[config.mk]
export PLATFORM = sky130hd
export DESIGN_NAME = serial_frame_rx_flat
export DESIGN_NICKNAME = d
export VERILOG_FILES = /design/src/rtl/serial_frame_rx_pkg.sv /design/src/rtl/serial_frame_rx_if.sv /design/src/rtl/serial_frame_rx_sync_2ff.sv /design/src/rtl/serial_frame_rx.sv /design/src/flat_wrapper.sv
export SDC_FILE = /design/constraint.sdc
export NUM_CORES = 1
export LEC_CHECK = 0
export CAP_MARGIN = 20
export CORE_UTILIZATION = 50
export DETAILED_ROUTE_END_ITERATION = 16
export DONT_BUFFER_PORTS = 1
export PLACE_DENSITY_LB_ADDON = 0.1
export SYNTH_ARGS = -nofsm -noshare
export SYNTH_HDL_FRONTEND = slang
export SYNTH_SLANG_ARGS = --single-unit
[constraint.sdc]
create_clock -name clk -period 5.5 [get_ports clk]
set_clock_uncertainty 0.2 [all_clocks]
set_input_delay 0.55 -clock clk [delete_from_list [all_inputs] [get_ports clk]]
set_output_delay 0.55 -clock clk [all_outputs]
set_load 0.01 [all_outputs]
[src/rtl/serial_frame_rx_pkg.sv]
// -----------------------------------------------------------------------------
// serial_frame_rx_pkg
// Shared definitions for the serial frame link: receiver FSM state encoding
// and the default frame geometry (also used by the transmit side).
// -----------------------------------------------------------------------------
package serial_frame_rx_pkg;

    // Default bit timing and word size shared by transmitter and receiver.
    localparam int CLKS_PER_BIT_DEF = 4;
    localparam int DATA_BITS_DEF    = 8;

    // Receiver FSM states; encodings are fixed so they match the transmitter docs.
    typedef enum logic [2:0] {
        ST_IDLE  = 3'd0,
        ST_START = 3'd1,
        ST_DATA  = 3'd2,
        ST_STOP  = 3'd3,
        ST_BREAK = 3'd4
    } rx_state_e;

endpackage

[src/rtl/serial_frame_rx_if.sv]
// -----------------------------------------------------------------------------
// serial_frame_rx_if
// Bundles the serial line and the received-word outputs of serial_frame_rx.
//   D          : serial line (idle high), driven by the line side
//   data_out   : last good word
//   data_valid : one-cycle strobe when data_out updates
//   frame_err  : one-cycle strobe when a stop bit samples low
//   busy       : receiver is not idle
// Modports: master = line driver / word consumer, slave = receiver.
// -----------------------------------------------------------------------------
interface serial_frame_rx_if
    import serial_frame_rx_pkg::*;
#(
    parameter int DATA_BITS = DATA_BITS_DEF
);
    logic                 D;
    logic [DATA_BITS-1:0] data_out;
    logic                 data_valid;
    logic                 frame_err;
    logic                 busy;

    modport master (
        output D,
        input  data_out,
        input  data_valid,
        input  frame_err,
        input  busy
    );

    modport slave (
        input  D,
        output data_out,
        output data_valid,
        output frame_err,
        output busy
    );
endinterface

[src/rtl/serial_frame_rx_sync_2ff.sv]
// -----------------------------------------------------------------------------
// sync_2ff
// Two-flop synchroniser for the asynchronous serial line. Both flops reset
// to 1 so a reset never looks like a start edge.
//   clk   : system clock
//   reset : asynchronous, active-high
//   d     : asynchronous input
//   q     : synchronised output (2-cycle latency)
// -----------------------------------------------------------------------------
module sync_2ff (
    input  logic clk,
    input  logic reset,
    input  logic d,
    output logic q
);
    logic meta_q;
    logic sync_q;

    // Two-stage capture of the asynchronous input.
    always_ff @(posedge clk or posedge reset) begin
        if (reset) begin
            meta_q <= 1'b1;
            sync_q <= 1'b1;
        end else begin
            meta_q <= d;
            sync_q <= meta_q;
        end
    end

    assign q = sync_q;
endmodule

[src/rtl/serial_frame_rx.sv]
// -----------------------------------------------------------------------------
// serial_frame_rx
// Receives framed words on a single idle-high serial line: one start bit (0),
// DATA_BITS data bits LSB first, one stop bit (1). Each bit lasts
// CLKS_PER_BIT clocks and is sampled once. A good stop bit updates data_out
// with a one-cycle data_valid; a low stop bit gives a one-cycle frame_err and
// the receiver then waits for the line to go high again before re-arming.
//   clk   : system clock, rising edge
//   reset : asynchronous, active-high
//   rx    : slave side of serial_frame_rx_if (D in; data_out, data_valid,
//           frame_err, busy out -- all outputs registered)
// -----------------------------------------------------------------------------
module serial_frame_rx
    import serial_frame_rx_pkg::*;
#(
    parameter int CLKS_PER_BIT = CLKS_PER_BIT_DEF,
    parameter int DATA_BITS    = DATA_BITS_DEF
) (
    input  logic             clk,
    input  logic             reset,
    serial_frame_rx_if.slave rx
);
    localparam int CW = $clog2(CLKS_PER_BIT);
    localparam int BW = (DATA_BITS > 1) ? $clog2(DATA_BITS) : 1;

    // Start bit is checked half-way through; data and stop bits at the last
    // clock of their bit period, which lands mid-bit on the synchronised line.
    localparam logic [CW-1:0] CNT_MID  = CW'(CLKS_PER_BIT / 2 - 1);
    localparam logic [CW-1:0] CNT_LAST = CW'(CLKS_PER_BIT - 1);
    localparam logic [BW-1:0] IDX_LAST = BW'(DATA_BITS - 1);

    logic                 ds_s;
    rx_state_e            state_q,      state_d;
    logic [CW-1:0]        clk_cnt_q,    clk_cnt_d;
    logic [BW-1:0]        bit_idx_q,    bit_idx_d;
    logic [DATA_BITS-1:0] shreg_q,      shreg_d;
    logic [DATA_BITS-1:0] data_out_q,   data_out_d;
    logic                 data_valid_q, data_valid_d;
    logic                 frame_err_q,  frame_err_d;
    logic                 busy_q,       busy_d;

    sync_2ff u_sync (
        .clk   (clk),
        .reset (reset),
        .d     (rx.D),
        .q     (ds_s)
    );

    // Next-state, counter, shift register and output strobe logic.
    always_comb begin
        state_d      = state_q;
        clk_cnt_d    = clk_cnt_q;
        bit_idx_d    = bit_idx_q;
        shreg_d      = shreg_q;
        data_out_d   = data_out_q;
        data_valid_d = 1'b0;
        frame_err_d  = 1'b0;

        case (state_q)
            ST_IDLE: begin
                clk_cnt_d = {CW{1'b0}};
                bit_idx_d = {BW{1'b0}};
                if (!ds_s) begin
                    state_d = ST_START;
                end else begin
                    state_d = ST_IDLE;
                end
            end

            ST_START: begin
                if (clk_cnt_q == CNT_MID) begin
                    clk_cnt_d = {CW{1'b0}};
                    bit_idx_d = {BW{1'b0}};
                    // A line that is high again at mid start bit was a glitch.
                    if (!ds_s) begin
                        state_d = ST_DATA;
                    end else begin
                        state_d = ST_IDLE;
                    end
                end else begin
                    clk_cnt_d = clk_cnt_q + CW'(1);
                end
            end

            ST_DATA: begin
                if (clk_cnt_q == CNT_LAST) begin
                    clk_cnt_d          = {CW{1'b0}};
                    shreg_d[bit_idx_q] = ds_s;
                    if (bit_idx_q == IDX_LAST) begin
                        bit_idx_d = {BW{1'b0}};
                        state_d   = ST_STOP;
                    end else begin
                        bit_idx_d = bit_idx_q + BW'(1);
                    end
                end else begin
                    clk_cnt_d = clk_cnt_q + CW'(1);
                end
            end

            ST_STOP: begin
                if (clk_cnt_q == CNT_LAST) begin
                    clk_cnt_d = {CW{1'b0}};
                    if (ds_s) begin
                        data_out_d   = shreg_q;
                        data_valid_d = 1'b1;
                        state_d      = ST_IDLE;
                    end else begin
                        frame_err_d  = 1'b1;
                        state_d      = ST_BREAK;
                    end
                end else begin
                    clk_cnt_d = clk_cnt_q + CW'(1);
                end
            end

            ST_BREAK: begin
                // Stay here while the line is held low so it cannot retrigger.
                clk_cnt_d = {CW{1'b0}};
                bit_idx_d = {BW{1'b0}};
                if (ds_s) begin
                    state_d = ST_IDLE;
                end else begin
                    state_d = ST_BREAK;
                end
            end

            default: begin
                clk_cnt_d = {CW{1'b0}};
                bit_idx_d = {BW{1'b0}};
                state_d   = ST_IDLE;
            end
        endcase

        // Registered busy tracks the registered state exactly.
        busy_d = (state_d != ST_IDLE);
    end

    // State, counters, shift register and registered outputs.
    always_ff @(posedge clk or posedge reset) begin
        if (reset) begin
            state_q      <= ST_IDLE;
            clk_cnt_q    <= {CW{1'b0}};
            bit_idx_q    <= {BW{1'b0}};
            shreg_q      <= {DATA_BITS{1'b0}};
            data_out_q   <= {DATA_BITS{1'b0}};
            data_valid_q <= 1'b0;
            frame_err_q  <= 1'b0;
            busy_q       <= 1'b0;
        end else begin
            state_q      <= state_d;
            clk_cnt_q    <= clk_cnt_d;
            bit_idx_q    <= bit_idx_d;
            shreg_q      <= shreg_d;
            data_out_q   <= data_out_d;
            data_valid_q <= data_valid_d;
            frame_err_q  <= frame_err_d;
            busy_q       <= busy_d;
        end
    end

    assign rx.data_out   = data_out_q;
    assign rx.data_valid = data_valid_q;
    assign rx.frame_err  = frame_err_q;
    assign rx.busy       = busy_q;
endmodule
[src/flat_wrapper.sv]
// flat-port wrapper written by rule: the top's interface ports become plain ports
module serial_frame_rx_flat import serial_frame_rx_pkg::*;
#(
    parameter int CLKS_PER_BIT = CLKS_PER_BIT_DEF,
    parameter int DATA_BITS    = DATA_BITS_DEF
)
  (clk, reset, rx_D, rx_data_out, rx_data_valid, rx_frame_err, rx_busy);
  serial_frame_rx_if #(.DATA_BITS(DATA_BITS)) rx_i ();
  input  logic clk;
  input  logic reset;
  input wire logic [$bits(rx_i.D)-1:0] rx_D;
  output wire logic [$bits(rx_i.data_out)-1:0] rx_data_out;
  output wire logic [$bits(rx_i.data_valid)-1:0] rx_data_valid;
  output wire logic [$bits(rx_i.frame_err)-1:0] rx_frame_err;
  output wire logic [$bits(rx_i.busy)-1:0] rx_busy;
  assign rx_i.D = rx_D;
  assign rx_data_out = rx_i.data_out;
  assign rx_data_valid = rx_i.data_valid;
  assign rx_frame_err = rx_i.frame_err;
  assign rx_busy = rx_i.busy;
  serial_frame_rx #(.CLKS_PER_BIT(CLKS_PER_BIT), .DATA_BITS(DATA_BITS)) u_core (.clk(clk), .reset(reset), .rx(rx_i));
endmodule
==> results of run 1 <==
## final cells by class
type                       count  share of cell area, %
clock buffer                   7                   3.73
tap                           30                   2.54
clock inverter                 1                   2.03
sequential                    29                   49.3
timing repair buffer           3                   3.22
inverter                       3                  0.763
multi-input combinational     71                   38.4
## final timing paths
| path | from | to | slack [ns] |
|---|---|---|---|
| hold / removal | u_core.u_sync.meta_q$_DFF_PP1_ | u_core.u_sync.q$_DFF_PP1_ | 0.16 |
| setup / recovery | u_core.clk_cnt_q[0]$_DFF_PP0_ | u_core.shreg_q[6]$_DFFE_PP0P_ | 3.31 |
| hold reg to reg | u_core.u_sync.meta_q$_DFF_PP1_ | u_core.u_sync.q$_DFF_PP1_ | 0.16 |
| setup reg to reg | u_core.clk_cnt_q[0]$_DFF_PP0_ | u_core.shreg_q[6]$_DFFE_PP0P_ | 3.31 |
| min in group asynchronous | reset | u_core.rx.busy$_DFF_PP0_ | 0.46 |
| max in group asynchronous | reset | u_core.rx.frame_err$_DFF_PP0_ | 4.20 |
## critical path, stage by stage, from the launching register on
cell and delay [ns]:
dfrtp_1 0.40, ha_1 0.26, nand2_2 0.12, or4b_4 0.55, nor3b_2 0.21, mux2_2 0.35
## synth_stat cells (3+ instances only)
| library cell | number |
|---|---|
| dfrtp_1 | 27 |
| nor2_1 | 8 |
| mux2_2 | 20 |
| nor3b_1 | 3 |
| a21oi_1 | 3 |
| inv_1 | 3 |
| nor3_1 | 3 |
| ha_1 | 5 |
| clkbuf_1 | 5 |
| nand2_1 | 7 |
## per-stage QoR
stage | util (%) | setup WS [ns] | cells
final | 59.1 | 3.31 | 144
after detailed placement | 53.8 | 3.30 | 133
after global routing | 59.1 | 3.20 | 144
after global placement | 53.8 | 3.37 | 133
after CTS | 57.2 | 3.30 | 141
after floorplan | - | 3.44 | 109
## kinds of logic after synthesis
family | after synthesis | share of synthesized area (%)
flops | 29 | 54.8
compound gates | 10 | 4.90
buf+inv | 9 | 2.54
simple gates | 36 | 16.1
mux | 20 | 16.9
fa+ha+maj | 5 | 4.71
## state kept, by name, indices dropped and copies added, names as in the netlist
signal / cells
u_core.rx.data_out: 8
u_core.shreg_q: 8
u_core.bit_idx_q: 3
u_core.state_q: 3
u_core.clk_cnt_q: 2
u_core.rx.busy: 1
u_core.rx.data_valid: 1
u_core.rx.frame_err: 1
u_core.u_sync.meta_q: 1
u_core.u_sync.q: 1
## per-layer routing
metal	wire, um	part of all wire, %	GRT usage, %
met4	38	1.8	6.58
met5	0	0	0
met3	100	4.7	9.60
met1	1020	48	23.2
met2	954	45	26.5
## report_power, final
| group | switching (mW) | internal [mW] |
|---|---|---|
| combinational | 0.0635 | 0.0789 |
| clock | 0.0725 | 0.108 |
| sequential | 0.0643 | 0.251 |
| total | 0.200 | 0.438 |
==> impl_metrics.py, run 1 <==
metrics = {
    "run_status": {
        "status": "finished, final reports clean",
    },
    "cts": {
        "cts_tree": "built",
        "htree_levels": 2,
        "post-cts-setup-buffer-count": 0,
        "path_clk_slew_ns": 0.09,
        "cts_sinks": 29,
        "clockBufferDepth": 2,
        "cts_hold_buffers": 0,
        "root_buffer": "clkbuf_4",
        "clk_latency_ns": 0.33,
        "numCtsBuffers": 5,
        "cts_resized": 0,
    },
    "floorplan": {
        "rows": 18,
        "ios": 14,
        "core_area_um2": 2500,
        "initial_core_util_pct": 53.2,
        "dieArea_um2": 2870,
        "die_height_um": 53.6,
        "dieWidth_um": 53.6,
    },
    "global_route": {
        "grt_pass1_wl_um": 3510,
        "antenna_found_initial": 0,
        "grt.overflow.total": 0,
        "track_usage_pct": 18.3,
        "grt_max_degree": 30,
        "grt_pass1_vias": 756,
    },
    "routing": {
        "wl_um": 2110,
        "route.detailed.drc": 0,
        "drtPass1Iterations": 4,
        "postRouteAntennaNets": 0,
        "vias_per_cell": 5.55,
        "drtIter0Drc": 12,
        "post_drt_wl_per_cell_um": 14.6,
        "num_vias": 799,
    },
    "timing": {
        "report.final.setup_viol": 0,
        "hold_ws_ns": 0.164,
        "slew_headroom_pct": 50.6,
        "timing.fmax_mhz": 458,
        "fin_crit_ns": 2.19,
        "rsz0062_at_grt": "false",
        "worst_pin_slew_ns": 0.736,
        "finalSetupTns_ns": 0,
        "finalCritPeriodShare_pct": 39.7,
        "slew_violations": 0,
        "hold_violations": 0,
    },
    "layout": {
        "regArea_um2": 728,
        "fin_area_um2": 1480,
        "final_common_cell": "dfrtp_1",
        "antennaDiodeCount": 0,
        "layout_common_cells": "dfrtp_1, mux2_2, nor2_1",
        "syn_to_final_growth_pct": 11.1,
        "nets": 121,
        "multi_input_area_um2": 567,
        "drive_above_1_share_pct": 30.7,
        "nFillCells": 200,
    },
    "critical_path": {
        "cp_data_required_time_ns": 5.52,
        "rr_worst_depth": 5,
        "cp-start-kind": "flop",
        "cp_max_fo": 5,
        "critPathArrivalTime_ns": 2.21,
        "end_kind": "flop",
        "path_class": "reg2reg",
    },
    "pwr": {
        "p_total_mw": 0.638,
        "power.density_nw_per_um2": 432,
        "peakVddDrop_v": 0.000308,
        "p_leak_nw": 0.694,
    },
    "worst_hold_path": {
        "hp-class": "reg2reg",
        "hold_depth": 0,
    },
    "synth": {
        "synth_edf_count": 0,
        "netlist.top_cell.by_area": "dfrtp_1",
        "synth_top_area_share_pct": 50.8,
        "synth_seq_cells": 29,
        "avgSynthCellArea_um2": 12.2,
        "ys.flop_type": "dfrtp_1",
        "async_reset_ff_share_pct": 100,
        "syn_area_um2": 1330,
        "netlist_instances": 109,
        "synth_cell_types": 29,
        "synth.area.top_cells": "dfrtp_1, mux2_2, ha_1, dfstp_2, nor2_1",
        "syn-num-nets": 117,
        "yosysSeqAreaShare_pct": 54.8,
        "yosys_warnings": 0,
    },
    "run": {
        "maxCapViolCount": 0,
    },
    "place": {
        "gp_congestion": 0.740,
        "port_buffers": 0,
        "place_area_um2": 1340,
        "dp_hpwl_um": 1380,
    },
}
No activity file was read; power rests on OpenSTA's default activity.
==> run 2, diff against run 1 <==
==> constraint.sdc (replaced) <==
create_clock -name clk -period 2.2 [get_ports clk]
set_clock_uncertainty 0.2 [all_clocks]
set_input_delay 0.22 -clock clk [delete_from_list [all_inputs] [get_ports clk]]
set_output_delay 0.22 -clock clk [all_outputs]
set_load 0.01 [all_outputs]
==> impl_metrics.py, run 2 (same netlist as run 1, synthesis figures left out) <==
metrics = {
    "critical_path": {
        "critPathArrivalTime_ns": 2.03,
        "end_kind": "flop",
        "cp-start-kind": "flop",
        "crit_slowest_cell": "or4b_4",
        "critPathMaxStageDelay_ns": 0.51,
        "path_class": "reg2reg",
        "crit_end": "u_core.shreg_q[6]$_DFFE_PP0P_",
        "reg2reg_setup_slack_ns": 0.19,
        "crit_start": "u_core.clk_cnt_q[0]$_DFF_PP0_",
        "r2r_end": "u_core.shreg_q[6]$_DFFE_PP0P_",
        "rr_worst_depth": 5,
        "cp_data_required_time_ns": 2.21,
        "crit_path_cell_trace": "ha_1 > nand2_2 > or4b_4 > nor3b_2 > mux2_2",
        "cp_max_fo": 4,
        "r2r-start": "u_core.clk_cnt_q[0]$_DFF_PP0_",
    },
    "floorplan": {
        "core_area_um2": 2500,
        "die_height_um": 53.6,
        "initial_core_util_pct": 53.2,
        "dieWidth_um": 53.6,
        "ios": 14,
        "dieArea_um2": 2870,
        "rows": 18,
    },
    "layout": {
        "layout_common_cells": "dfrtp_1, mux2_2, buf_4",
        "nets": 129,
        "antennaDiodeCount": 0,
        "final_common_cell": "dfrtp_1",
        "fin_area_um2": 1480,
        "drive_above_1_share_pct": 35.2,
        "syn_to_final_growth_pct": 11.6,
    },
    "timing": {
        "finalSetupTns_ns": 0,
        "slew_headroom_pct": 68.4,
        "report.final.setup_viol": 0,
        "hold_violations": 0,
        "hold_ws_ns": 0.138,
        "worst_pin_slew_ns": 0.473,
        "layout_setup_ws_ns": 0.188,
        "slew_violations": 0,
        "timing.fmax_mhz": 497,
        "fin_crit_ns": 2.01,
        "finalCritPeriodShare_pct": 91.5,
        "rsz0062_at_grt": "false",
    },
    "routing": {
        "postRouteAntennaNets": 0,
        "drtPass1Iterations": 4,
        "num_vias": 829,
        "vias_per_cell": 5.45,
        "post_drt_wl_per_cell_um": 14.2,
        "drtIter0Drc": 10,
        "route.detailed.drc": 0,
        "wl_um": 2160,
    },
    "pwr": {
        "p_leak_nw": 0.713,
        "peakVddDrop_v": 0.000795,
        "power.density_nw_per_um2": 1000,
    },
    "place": {
        "place_area_um2": 1410,
        "port_buffers": 0,
        "dp_slack_ns": 0.173,
        "gp_congestion": 0.717,
        "dp_hpwl_um": 1560,
    },
    "cts": {
        "clockBufferDepth": 2,
        "cts_hold_buffers": 2,
        "numCtsBuffers": 5,
        "root_buffer": "clkbuf_4",
        "clk_latency_ns": 0.33,
        "post-cts-setup-buffer-count": 0,
        "cts_sinks": 29,
        "cts_resized": 0,
        "path_clk_slew_ns": 0.09,
        "cts_tree": "built",
        "htree_levels": 2,
    },
    "global_route": {
        "grt_pass1_wl_um": 3480,
        "antenna_found_initial": 0,
        "grt.overflow.total": 0,
        "grt_pass1_vias": 809,
        "grt_max_degree": 18,
        "track_usage_pct": 18.9,
    },
    "worst_hold_path": {
        "hp-class": "in2async",
    },
    "run_status": {
        "status": "finished, final reports clean",
    },
    "run": {
        "maxCapViolCount": 0,
    },
}
run 2: cell types whose count changed in the layout (fill, tap and decap cells not counted), sizes merged:
cell,previous run,this run
buf,1,9
clkbuf,7,6
clkinv,0,2
bufinv,1,0
run 2: power by group:
group	total, mW	internal (mW)	switching [mW]
clock	0.293	0.121	0.171
sequential	0.735	0.628	0.107
combinational	0.460	0.232	0.228
total	1.49	0.981	0.507
run 2: how the worst min path moves through the flow:
stage / endpoint / depth (start not counted) / start
floorplan: u_core.u_sync.meta_q$_DFF_PP1_ / 0 / rx_D
global placement: u_core.rx.data_out[5]$_DFFE_PP0P_ / 1 / reset
detailed placement: u_core.rx.data_out[5]$_DFFE_PP0P_ / 1 / reset
CTS: u_core.shreg_q[0]$_DFFE_PP0P_ / 2 / reset
global route: u_core.u_sync.q$_DFF_PP1_ / 0 / u_core.u_sync.meta_q$_DFF_PP1_
finish: u_core.rx.data_out[3]$_DFFE_PP0P_ / 2 / reset
run 2: metal layers:
| metal | up-vias | share of wire (%) | track usage (%) |
|---|---|---|---|
| met5 | - | 0 | 0 |
| li1 | 406 | - | - |
| met3 | 7 | 3.6 | 6.21 |
| met4 | 0 | 2.9 | 15.8 |
| met1 | 398 | 46 | 21.5 |
| met2 | 18 | 47 | 28.5 |
run 2: critical path: cells and delay by family (launching register included):
kind,cells,cell delay (ns)
multiplexers,1,0.34
adder cells (fa/ha/maj),1,0.20
flip-flops,1,0.40
AND/OR/NAND/NOR,3,0.77
run 2: per-stage QoR:
step	cells	power [mW]	util, %
global route	152	1.61	59.3
finish	152	1.49	59.3
global placement	142	1.19	56.5
detailed placement	142	1.21	56.5
floorplan	109	1.08	-
CTS	152	1.51	59.3
run 2: layout make-up:
cell class / count / area (um2)
fillers: 193 / 1020
flip-flops and latches: 29 / 728
multi-input cells: 71 / 567
repair buffers: 11 / 87.6
clock buffers: 6 / 41.3
well taps: 30 / 37.5
inverters: 3 / 11.3
clock inverters: 2 / 10.0
